[config.mk]
export PLATFORM = sky130hd
export DESIGN_NAME = seg7_bcd_scan_driver
export DESIGN_NICKNAME = d
export VERILOG_FILES = /design/src/rtl/seg7_bcd_scan_driver.sv
export SDC_FILE = /design/constraint.sdc
export NUM_CORES = 1
export LEC_CHECK = 0
export BUFFER_PORTS_ARGS = -buffer_cell sky130_fd_sc_hd__buf_4
export CAP_MARGIN = 20
export CORE_MARGIN = 5
export CORE_UTILIZATION = 58
export DETAILED_ROUTE_END_ITERATION = 8
export PLACE_DENSITY_LB_ADDON = 0.05
export SLEW_MARGIN = 20
export SYNTH_ARGS = -nofsm -noshare
export SYNTH_HDL_FRONTEND = slang
export SYNTH_SLANG_ARGS = --single-unit
[constraint.sdc]
create_clock -name CLK -period 2.71 [get_ports CLK]
set_clock_uncertainty 0.15 [all_clocks]
set_input_delay 0.6775 -clock CLK [delete_from_list [all_inputs] [get_ports CLK]]
set_output_delay 0.6775 -clock CLK [all_outputs]
set_load 0.02 [all_outputs]
[src/rtl/seg7_bcd_scan_driver.sv]
// Binary-to-BCD converter (shift-add-3) feeding a multiplexed
// common-anode 7-segment scanner with leading-zero blanking.
module seg7_bcd_scan_driver #(
    parameter int SCAN_DIV = 50000,
    parameter bit BLANK_LZ = 1'b1
) (
    input  logic        CLK,
    input  logic        RST,
    input  logic [7:0]  BIN,
    output logic [11:0] BCD,
    output logic        BCDVALID,
    output logic [6:0]  SEG7OUT,
    output logic [3:0]  SEG7COM
);

    localparam logic [1:0] ST_IDLE  = 2'd0;
    localparam logic [1:0] ST_SHIFT = 2'd1;
    localparam logic [1:0] ST_DONE  = 2'd2;

    localparam int PW = (SCAN_DIV > 2) ? $clog2(SCAN_DIV) : 1;
    localparam logic [PW-1:0] PRE_MAX = PW'(SCAN_DIV - 1);

    logic [1:0]    state;
    logic [7:0]    sreg;
    logic [11:0]   scratch;
    logic [11:0]   corr;
    logic [2:0]    iter;

    logic [PW-1:0] pre;
    logic [1:0]    idx;
    logic          gap;

    logic [3:0]    nib;
    logic          blank;
    logic [3:0]    com_sel;

    function automatic logic [3:0] add3(input logic [3:0] n);
        return (n >= 4'd5) ? n + 4'd3 : n;
    endfunction

    function automatic logic [6:0] enc(input logic [3:0] n);
        logic [6:0] s;
        case (n)
            4'd0:    s = 7'h40;
            4'd1:    s = 7'h79;
            4'd2:    s = 7'h24;
            4'd3:    s = 7'h30;
            4'd4:    s = 7'h19;
            4'd5:    s = 7'h12;
            4'd6:    s = 7'h02;
            4'd7:    s = 7'h78;
            4'd8:    s = 7'h00;
            4'd9:    s = 7'h10;
            default: s = 7'h7F;
        endcase
        return s;
    endfunction

    always_comb begin
        corr = {add3(scratch[11:8]), add3(scratch[7:4]), add3(scratch[3:0])};
    end

    always_ff @(posedge CLK or posedge RST) begin
        if (RST) begin
            state    <= ST_IDLE;
            sreg     <= 8'd0;
            scratch  <= 12'd0;
            iter     <= 3'd0;
            BCD      <= 12'h000;
            BCDVALID <= 1'b0;
        end else begin
            BCDVALID <= 1'b0;
            case (state)
                ST_IDLE: begin
                    sreg    <= BIN;
                    scratch <= 12'd0;
                    iter    <= 3'd0;
                    state   <= ST_SHIFT;
                end
                ST_SHIFT: begin
                    // hundreds never exceeds 2 for 8-bit input, so corr[11] is always 0
                    scratch <= {corr[10:0], sreg[7]};
                    sreg    <= {sreg[6:0], 1'b0};
                    iter    <= iter + 3'd1;
                    if (iter == 3'd7)
                        state <= ST_DONE;
                end
                ST_DONE: begin
                    BCD      <= scratch;
                    BCDVALID <= 1'b1;
                    state    <= ST_IDLE;
                end
                default: state <= ST_IDLE;
            endcase
        end
    end

    always_ff @(posedge CLK or posedge RST) begin
        if (RST) begin
            pre <= '0;
            idx <= 2'd0;
            gap <= 1'b0;
        end else if (pre == PRE_MAX) begin
            pre <= '0;
            idx <= (idx == 2'd2) ? 2'd0 : idx + 2'd1;
            gap <= 1'b1;
        end else begin
            pre <= pre + 1'b1;
            gap <= 1'b0;
        end
    end

    always_comb begin
        nib     = BCD[3:0];
        blank   = 1'b0;
        com_sel = 4'b1110;
        case (idx)
            2'd1: begin
                nib     = BCD[7:4];
                blank   = BLANK_LZ && (BCD[11:8] == 4'd0) && (BCD[7:4] == 4'd0);
                com_sel = 4'b1101;
            end
            2'd2: begin
                nib     = BCD[11:8];
                blank   = BLANK_LZ && (BCD[11:8] == 4'd0);
                com_sel = 4'b1011;
            end
            default: begin
                nib     = BCD[3:0];
                blank   = 1'b0;
                com_sel = 4'b1110;
            end
        endcase
    end

    // gap cycle turns all commons off so the old segments never ghost onto the next digit
    always_ff @(posedge CLK or posedge RST) begin
        if (RST) begin
            SEG7COM <= 4'hF;
            SEG7OUT <= 7'h7F;
        end else if (gap) begin
            SEG7COM <= 4'hF;
            SEG7OUT <= 7'h7F;
        end else begin
            SEG7COM <= com_sel;
            SEG7OUT <= blank ? 7'h7F : enc(nib);
        end
    end

endmodule

# --- After elaboration in Yosys (flattened, before gate mapping) ---
# Memory sizes are Yosys's and may differ from the RTL's.
# Cells that the tools add are included.
op_classes:
  n_addsub: 6
  multipliers: 0
  n_div: 0
  order_cmp: 3
  eq_ne: 7
  shifts: 0
  mux: 18
  bitwise_logic: 0
  reduce_logical: 5
op_table:
  columns: ["cell", "n"]
  rows:
  - ["$pmux W12 S2", 1]
  - ["$add A16 B1 Y16 const B", 1]
  - ["$eq A16 B16 Y1 const B", 1]
  - ["$mux W16", 1]
  - ["$pmux W8 S2", 1]
  - ["$mux W7", 2]
  - ["$ge A4 B3 Y1 const B", 3]
  - ["$mux W4", 3]
  - ["$pmux W3 S2", 2]
  - ["$add A4 B2 Y4 const B", 2]
  - ["$logic_not A4 Y1", 2]
  - ["$pmux W4 S2", 1]
  - ["$eq A2 B1 Y1 const B", 2]
  - ["$eq A2 B2 Y1 const B", 2]
  - ["$mux W2", 2]
  - ["$pmux W2 S2", 1]
  - ["$add A3 B1 Y3 const B", 1]
  - ["$add A3 B2 Y3 const B", 1]
  - ["$eq A3 B3 Y1 const B", 1]
  - ["$mux W3", 1]
  - ["$add A2 B1 Y2 const B", 1]
  - ["$logic_not A2 Y1", 1]
  - ["$mux W1", 2]
  - ["$ne A2 B2 Y1 const B", 1]
  - ["3 further kinds", 3]
word_totals:
  register_bits: 68
  latchBits: 0
  ramBits: 0
  rom_bits: 112
  in_bits: 10
  word_cells: 51
  mem_count: 1
mem_list:
  columns: ["name", "depth", "word_bits", "read_ports", "rd_ports_with_merged_regs", "wr", "line", "source"]
  rows:
  - ["(name not given)", 16, 7, 1, 0, 0, "43", "case (n)"]

# --- Longest topological paths before layout ---
# Gate-level depths: netlist of the first run.
depth:
  ltp_word: 5
  mapped_depth: 9
  ltp_nobuf: 8

# --- Worst setup path after synthesis of the first run ---
# No wires, ideal clock.
synth_timing:
  kind: "register to register"
  start: "register idx[0]"
  end: "register SEG7OUT[3]"
  setup_ns: 0.103
  t_arrival_ns: 1.858
  required_time_ns: 2.457
  slack_ns: 0.599
  path_stages_with_launch: 10
  n_path_buf: 1
  path_cell_list: "dfrtp_1 -> inv_1 -> ha_1 -> buf_2 -> nor2_1 -> a21oi_1 -> inv_1 -> ha_1 -> o21ai_0 -> nand4_1"
synth_via:
  elab_chain_len: 5
  word_cells_on_any_way: 7
  classes_between: "2 x eq/ne; 4 x mux; 1 x memory"
synth_rtl:
  columns: ["item", "line", "source"]
  rows:
  - ["start, declared", "30", "logic [1:0] idx;"]
  - ["start signal, assigned", "105", "idx <= (idx == 2'd2) ? 2'd0 : idx + 2'd1;"]
  - ["$eq A2 B2 Y1 or $eq A2 B1 Y1 (tied branches)", "117", "case (idx)"]
  - ["$pmux W4 S2", "117", null]
  - ["$mem_v2 Z16 W7", null, null]
  - ["$mux W7 (*)", "146", "SEG7OUT <= blank ? 7'h7F : enc(nib);"]
  - ["$mux W7 (*)", "141", "end else if (gap) begin"]
  - ["end signal, assigned", "146", null]
  - ["end, declared", "12", "output logic [6:0] SEG7OUT,"]
# Every way passes the cells marked *; elsewhere a longest branch is shown, timed or not.
# A chain may end at the register's enable or synchronous reset.

# --- Final worst setup path of the first run ---
# Same ends and word-level chain as after synthesis.

==> metrics.cfg, run 1 <==
[synthesis]
synth_cells = 305
seq_area_frac_synth_pct = 51.98
synthArstFlopShare_pct = 100.0
synth_area_leaders = dfrtp_1 (44%), dfstp_2 (8.1%), ha_1 (6.2%)
ys_ff_latch = 67
yosysMostFrequentCell = dfrtp_1
synth_xor_area_share_pct = 4.043
synth.top_cell.area_share_pct = 43.90
synth_mux_area_share_pct = 7.971
synth_area_sq_um = 3249
synthAdderAreaFrac_pct = 6.161
avgSynthCellArea_sq_um = 10.65
synth.distinct_cells = 46
synth_area_leader_cell = dfrtp_1
yosys.area_share.simple_pct = 15.09
synth_top_family_by_area = simple AND/OR/NAND/NOR gates
synth_edf_count = 0
synth_common_cells = dfrtp_1 (57), nand2_1 (35), o21ai_0 (31), nor2_1 (18)
synth_warnings = 0
synth_ff_type = dfrtp_1
synth_compound_area_share_pct = 11.09
synth_fp_nets = 331

[setup_path]
crit_arrival_ns = 2.47
r2r-start = idx[0]$_DFFE_PP0N_
crit_chain = inv_1 > ha_1 > nor2_1 > a21oi_1 > inv_1 > ha_1 > o21ai_0 > nand4_1
rr_endpoint = SEG7OUT[3]$_DFF_PP1_
cp.buffers_inverters = 2
crit_path_top_delay_cell = ha_1
r2r_slack_ns = 0.33
worstSetupPathType = register to register
required_ns = 2.80
crit_family = adder cells
max_stage_delay_ns = 0.51
reg2reg_depth = 8
crit_path_max_fanout = 12
timing.critical_path.from_type = register
end_kind = register

[timing]
tightest_slew_ns = 0.6606
slew_headroom_pct = 55.96
max_freq_ghz = 0.4196
worst_slack_ns = 0.3268
tns_ns = 0
final.period_utilization_pct = 87.94
maxSlewViolCount = 0
setup_viol = 0
period_minus_slack_ns = 2.383
rsz0062_at_grt = false
hold_viol = 0

[pwr]
pwr-share-comb_pct = 28.4
p_leak_uw = 0.001767
peakVddDrop_mv = 0.4796
power_switching_uw = 969.5
seqPwrFrac_pct = 44.7
power_density_nw_per_um2 = 789.1
power_frac_clock_pct = 26.9
internal-power_uw = 1995
switching_share_pct = 32.70

[grt]
grt_pass1_vias = 2180
grt_pass1_wl_microns = 10260
grt_usage_pct = 18.04
antenna_found_initial = 0
grt_max_degree = 48
grt_overflow = 0

[routing]
wl_per_cell_microns = 14.04
drtIter0Drc = 83
via_per_inst = 5.441
drtPass1Iterations = 4
totalWireLength_microns = 5856
remaining_drc_errors = 0
drtAntennaViolNets = 0
vias = 2269

[floorplanning]
die_w_microns = 84.85
core_area_sq_um = 5473
die_h_microns = 84.85
start_util_pct = 59.37
io_pins = 34
die_area_sq_um = 7200
rows = 27

[final_layout]
fillers = 437
n_antenna_cell = 0
syn_to_final_growth_pct = 15.63
drive_above_1_share_pct = 24.64
finalNetCount = 367
finalCoreUtilization_pct = 68.66

[cts]
clk_latency_ns = 0.35
clk_pin_slew_worst_paths_ns = 0.07
cts_buffer_depth = 2
ctsHoldBuffers = 0
cts_buffers = 9
clockRootBuffer = clkbuf_8
cts_sinks = 67
htreeDepth = 3
postCtsSetupRepairBufs = 0
ctsResizeCount = 0
cts_tree = yes

[placement]
gp_congestion = 0.7912
port-buffer-count = 32
hpwl_microns = 4043
pre_cts_ws_ns = 0.3817

[worst_hold_path]
hold_path.class = input port to asynchronous set/reset pin

[flow_run]
maxCapViolCount = 0

[run_status]
status = finished, final reports clean

flip-flops by register name, indices dropped and copies added, names as in the netlist, 3 cells and up:
| name | flops |
|---|---|
| iter | 3 |
| sreg | 8 |
| scratch | 12 |
| SEG7OUT | 7 |
| BCD | 12 |
| pre | 16 |
| SEG7COM | 3 |
layer usage:
layer	vias up	track usage, %	wire length (microns)
li1	1123	-	-
met1	1104	23.01	2715
met2	36	28.26	2782
met3	6	7.379	282
met4	0	5.612	75
met5	-	0	0
logic make-up after synthesis:
| group | after synthesis |
|---|---|
| xor+xnor | 15 |
| simple gates | 94 |
| buf+inv | 27 |
| fa+ha+maj | 16 |
| other cells | 1 |
| compound gates | 61 |
| mux | 24 |
| flops | 67 |
power by group through the flow:
stage | Clock (uW) | Combinational, uW | Sequential (uW)
2_1_floorplan | 0 | 463 | 1430
3_3_place_gp | 0 | 825 | 1340
3_5_place_dp | 0 | 847 | 1340
4_1_cts | 823 | 852 | 1320
5_1_grt | 874 | 934 | 1350
6_report | 797 | 843 | 1320
worst max path at each step:
stage,start,endpoint,slack [ns],cells after the start
3_5_place_dp,idx[0]$_DFFE_PP0N_,SEG7OUT[3]$_DFF_PP1_,0.38,8
3_3_place_gp,idx[0]$_DFFE_PP0N_,SEG7OUT[3]$_DFF_PP1_,0.49,8
5_1_grt,idx[0]$_DFFE_PP0N_,SEG7OUT[3]$_DFF_PP1_,0.14,8
4_1_cts,idx[0]$_DFFE_PP0N_,SEG7OUT[3]$_DFF_PP1_,0.35,8
2_1_floorplan,RST,BCDVALID$_DFF_PP0_,0.22,1
6_report,idx[0]$_DFFE_PP0N_,SEG7OUT[3]$_DFF_PP1_,0.33,8
area by class of cell:
cell class / instances / area, sq um / share of cell area (%)
sequential: 67 / 1689 / 44.96
multi-input combinational: 211 / 1445 / 38.46
timing repair buffer: 36 / 282.8 / 7.526
clock buffer: 9 / 123.9 / 3.297
tap: 72 / 90.09 / 2.398
clock inverter: 6 / 66.31 / 1.765
inverter: 16 / 60.06 / 1.598
layout by cell type, fill, tap and decap left out, types with 6 or more instances in the layout:
master and n:
dfstp_2 10, buf_4 35, o21ai_0 31, nand2_1 35
mux2_2 15, nand3_1 6, xor2_1 6, inv_1 15
nand2b_1 9, a21oi_1 11, dfrtp_1 57, ha_1 16
nand4_1 6, clkbuf_8 9, xnor2_1 9, mux2i_1 9
nor2_1 18
stage by stage:
step / cells / total power, uW / hold slack (ns) / area (sq um)
finish: 417 / 2965 / 0.1963 / 3757
global route: 417 / 3157 / 0.2097 / 3757
CTS: 417 / 2998 / 0.2033 / 3757
detailed placement: 402 / 2188 / 0.3166 / 3567
global placement: 402 / 2164 / 0.3126 / 3567
floorplan: 305 / 1895 / 0.2886 / 3249
Power figures use the tool's default switching activity.
==> run 2, diff against run 1 <==
- CORE_UTILIZATION: 58 -> 60
- CTS_BUF_LIST: not set -> sky130_fd_sc_hd__clkbuf_2 sky130_fd_sc_hd__clkbuf_4 sky130_fd_sc_hd__clkbuf_8
- REMOVE_ABC_BUFFERS: not set -> 1
==> run 2 against run 1 <==
Compared with the run above:
- design area fell by 0.47%
- critical endpoint unchanged
- utilization rose by 3.6 points
- largest power group unchanged
- highest routed layer unchanged
- sequential share of layout area rose by 0.21 points
==> metrics.cfg, run 2 (synthesized netlist as in run 1, its figures left out) <==
[grt]
antenna_found_initial = 0
grt_overflow = 0
grt_pass1_wl_microns = 10560
grt_pass1_vias = 2232
grt_max_degree = 32
grt_usage_pct = 18.93

[cts]
clk_latency_ns = 0.35
ctsResizeCount = 0
clockRootBuffer = clkbuf_8
cts_buffer_depth = 2
ctsHoldBuffers = 0
cts_sinks = 67
cts_tree = yes
clk_pin_slew_worst_paths_ns = 0.07
postCtsSetupRepairBufs = 0
cts_buffers = 9
htreeDepth = 3

[timing]
hold_viol = 0
tns_ns = 0
period_minus_slack_ns = 2.349
rsz0062_at_grt = false
final.period_utilization_pct = 86.69
setup_viol = 0
hold_slack_ns = 0.1660
tightest_slew_ns = 0.6672
slew_headroom_pct = 55.52
max_freq_ghz = 0.4257
maxSlewViolCount = 0

[floorplanning]
die_area_sq_um = 6987
rows = 26
die_w_microns = 83.59
die_h_microns = 83.59
io_pins = 34
core_area_sq_um = 5172
start_util_pct = 62.82

[pwr]
power_switching_uw = 986.7
p_leak_uw = 0.001758
peakVddDrop_mv = 0.5359
internal-power_uw = 1899
seqPwrFrac_pct = 46.0
switching_share_pct = 34.20
power_density_nw_per_um2 = 771.5
pwr-share-comb_pct = 29.2
power_frac_clock_pct = 24.8

[final_layout]
largest_register_ffs = 16
drive_above_1_share_pct = 25.07
syn_to_final_growth_pct = 15.09
n_antenna_cell = 0
largestRegisters = pre x16, BCD x12, scratch x12
finalNetCount = 368
finalCoreUtilization_pct = 72.30
layout_common_cells = dfrtp_1 (57), buf_4 (36), nand2_1 (35)
final_common_cell = dfrtp_1
finish.instance_area_sq_um = 3740
largest-register = pre

[placement]
hpwl_microns = 4140
placed_area_sq_um = 3572
port-buffer-count = 32
gp_congestion = 0.8654

[worst_hold_path]
hold_path.class = input port to asynchronous set/reset pin

[setup_path]
end_kind = register
worstSetupPathType = register to register
timing.critical_path.from_type = register
required_ns = 2.81
reg2reg_depth = 8
crit_path_max_fanout = 12
r2r-start = idx[0]$_DFFE_PP0N_
rr_endpoint = SEG7OUT[3]$_DFF_PP1_
r2r_slack_ns = 0.36
crit_arrival_ns = 2.45

[routing]
via_per_inst = 5.444
drtAntennaViolNets = 0
remaining_drc_errors = 0
drtIter0Drc = 96
wl_per_cell_microns = 14.25
drtPass1Iterations = 6
totalWireLength_microns = 5941
vias = 2270

[flow_run]
maxCapViolCount = 0

[run_status]
status = finished, final reports clean

-- run 2: cell types whose count changed in the layout (fill, tap and decap cells not counted), sizes merged --
cell | before | now
bufinv | 1 | 0
clkinvlp | 0 | 2
buf | 36 | 37
-- run 2: cell type report --
| type | count | area, sq um |
|---|---|---|
| flip-flops and latches | 67 | 1689 |
| multi-input cells | 211 | 1445 |
| fillers | 395 | 1433 |
| repair buffers | 37 | 290.3 |
| clock buffers | 9 | 123.9 |
| well taps | 70 | 87.58 |
| inverters | 16 | 60.06 |
| clock inverters | 7 | 43.79 |
-- run 2: power groups by stage --
stage	Combinational, uW	Sequential, uW	Clock, uW
floorplan	462	1430	0
global placement	825	1340	0
detailed placement	849	1350	0
CTS	853	1330	738
global route	957	1350	798
finish	843	1330	715
-- run 2: critical path, stage by stage, from the launching register on --
cell and delay (ns):
dfrtp_1 0.38, inv_1 0.09, ha_1 0.49, nor2_1 0.08, a21oi_1 0.34, inv_1 0.12
ha_1 0.32, o21ai_0 0.17, nand4_1 0.11
-- run 2: through the flow --
stage               total power, uW  instances  setup slack, ns
detailed placement             2196        401           0.3801
global route                   3105        417           0.1313
global placement               2169        401           0.4867
CTS                            2919        417           0.3751
finish                         2885        417           0.3607
floorplan                      1894        294           0.2159
-- run 2: worst max path at each step --
stage                                  start                   end
after floorplan                          RST    BCDVALID$_DFF_PP0_
after detailed placement  idx[0]$_DFFE_PP0N_  SEG7OUT[3]$_DFF_PP1_
after global routing      idx[0]$_DFFE_PP0N_  SEG7OUT[3]$_DFF_PP1_
after global placement    idx[0]$_DFFE_PP0N_  SEG7OUT[3]$_DFF_PP1_
final                     idx[0]$_DFFE_PP0N_  SEG7OUT[3]$_DFF_PP1_
after CTS                 idx[0]$_DFFE_PP0N_  SEG7OUT[3]$_DFF_PP1_
-- run 2: metal layers --
layer  vias to the layer above  wire length [microns]  track usage [%]
met2                        39                   2737            29.07
met1                      1092                   2831            24.79
met4                         0                     85            6.433
li1                       1130                      -                -
met5                         -                      0                0
met3                         9                    286            7.009
==> run 3, diff against run 2 <==
- clock period: 2.71 -> 2.8 ns (I/O delays scaled with it)
==> run 3 against run 2 <==
Compared with the run above:
- sequential share of layout area fell by 0.58 points
- worst hold slack better by 0.0061 ns
- critical endpoint unchanged
- first-iteration DRC count up 14%
- maximum frequency down 1.2%
- routed wire length fell by 2.5%
- register-to-register slack better by 0.06 ns
- sequential power down 3%
- critical path depth is the same
- via count decreased by 0.22%
- clock power rose by 22%
- die area stayed put
- sequential cell count stayed put
==> metrics.cfg, run 3 (synthesized netlist as in run 1, its figures left out) <==
[placement]
gp_congestion = 0.8558
place_inst = 401
placed_area_sq_um = 3572
hpwl_microns = 4037
port-buffer-count = 32

[timing]
hold_slack_ns = 0.1721
tns_ns = 0
period_minus_slack_ns = 2.379
maxSlewViolCount = 0
final.period_utilization_pct = 84.95
max_freq_ghz = 0.4204
tightest_slew_ns = 0.6316
rsz0062_at_grt = false
setup_viol = 0
slew_headroom_pct = 57.89
hold_viol = 0

[final_layout]
largest_register_ffs = 16
syn_to_final_growth_pct = 16.60
drive_above_1_share_pct = 25.07
largest-register = pre
layout_common_cells = dfrtp_1 (57), buf_4 (36), nand2_1 (35)
instances_no_fill = 417
finalCoreUtilization_pct = 73.25
finish.instance_area_sq_um = 3789
final_common_cell = dfrtp_1
n_antenna_cell = 0
largestRegisters = pre x16, BCD x12, scratch x12
finalNetCount = 368

[cts]
clockRootBuffer = clkbuf_8
cts_tree = yes
clk_pin_slew_worst_paths_ns = 0.07
cts_sinks = 67
ctsResizeCount = 0
htreeDepth = 3
clk_latency_ns = 0.34
cts_buffers = 9
cts_buffer_depth = 2
postCtsSetupRepairBufs = 0
ctsHoldBuffers = 0

[setup_path]
reg2reg_depth = 8
required_ns = 2.89
crit_path_max_fanout = 12
crit_chain = inv_1 > ha_1 > nor2_1 > a21oi_1 > inv_1 > ha_1 > o21ai_0 > nand4_1
rr_endpoint = SEG7OUT[3]$_DFF_PP1_
worstSetupPathType = register to register
timing.critical_path.from_type = register
end_kind = register
crit_arrival_ns = 2.47
crit_family = adder cells
cp.buffers_inverters = 2
r2r_slack_ns = 0.42
r2r-start = idx[0]$_DFFE_PP0N_
crit_path_top_delay_cell = ha_1
max_stage_delay_ns = 0.51

[floorplanning]
start_util_pct = 62.82
io_pins = 34
rows = 26
die_w_microns = 83.59
die_h_microns = 83.59
die_area_sq_um = 6987
core_area_sq_um = 5172

[grt]
grt_overflow = 0
grt_max_degree = 36
grt_usage_pct = 17.92
grt_pass1_wl_microns = 10150
antenna_found_initial = 0
grt_pass1_vias = 2162

[routing]
drtIter0Drc = 109
drtAntennaViolNets = 0
remaining_drc_errors = 0
totalWireLength_microns = 5793
vias = 2265
drtPass1Iterations = 4
wl_per_cell_microns = 13.89
via_per_inst = 5.432

[pwr]
p_leak_uw = 0.001783
power_density_nw_per_um2 = 786.4
peakVddDrop_mv = 0.6234

[worst_hold_path]
hold_path.class = input port to asynchronous set/reset pin

[run_status]
status = finished, final reports clean

[flow_run]
maxCapViolCount = 0

==> run 3: worst max path at each step <==
stage / start / depth (start not counted) / slack (ns) / to
2_1_floorplan: RST / 1 / 0.28 / BCDVALID$_DFF_PP0_
3_3_place_gp: idx[0]$_DFFE_PP0N_ / 8 / 0.58 / SEG7OUT[3]$_DFF_PP1_
3_5_place_dp: idx[0]$_DFFE_PP0N_ / 8 / 0.49 / SEG7OUT[3]$_DFF_PP1_
4_1_cts: idx[0]$_DFFE_PP0N_ / 8 / 0.43 / SEG7OUT[3]$_DFF_PP1_
5_1_grt: idx[0]$_DFFE_PP0N_ / 8 / 0.28 / SEG7OUT[3]$_DFF_PP1_
6_report: idx[0]$_DFFE_PP0N_ / 8 / 0.42 / SEG7OUT[3]$_DFF_PP1_
==> run 3: report_power, final <==
part           total [uW]  switching [uW]  internal [uW]
Sequential           1290             139           1150
Combinational         818             444            374
Clock                 874             356            518
==> run 3: routing by layer <==
metal | vias to the layer above | wire length [microns] | global-route usage (%)
met5 | - | 0 | 0
met4 | 0 | 102 | 8.772
met3 | 9 | 230 | 4.541
met2 | 43 | 2666 | 27.11
met1 | 1085 | 2794 | 23.97
li1 | 1128 | - | -
==> run 3: cell type report <==
class                   count  area, sq um
flip-flops and latches     67         1689
multi-input cells         211         1445
fillers                   385         1384
repair buffers             37        290.3
clock buffers              11        138.9
well taps                  70        87.58
clock inverters             5        77.57
inverters                  16        60.06
==> run 3: through the flow <==
step,power (uW),setup WS [ns]
final,2979,0.4214
after global routing,3155,0.2761
after CTS,3009,0.4335
after detailed placement,2125,0.4878
after global placement,2102,0.5779
after floorplan,1833,0.2834
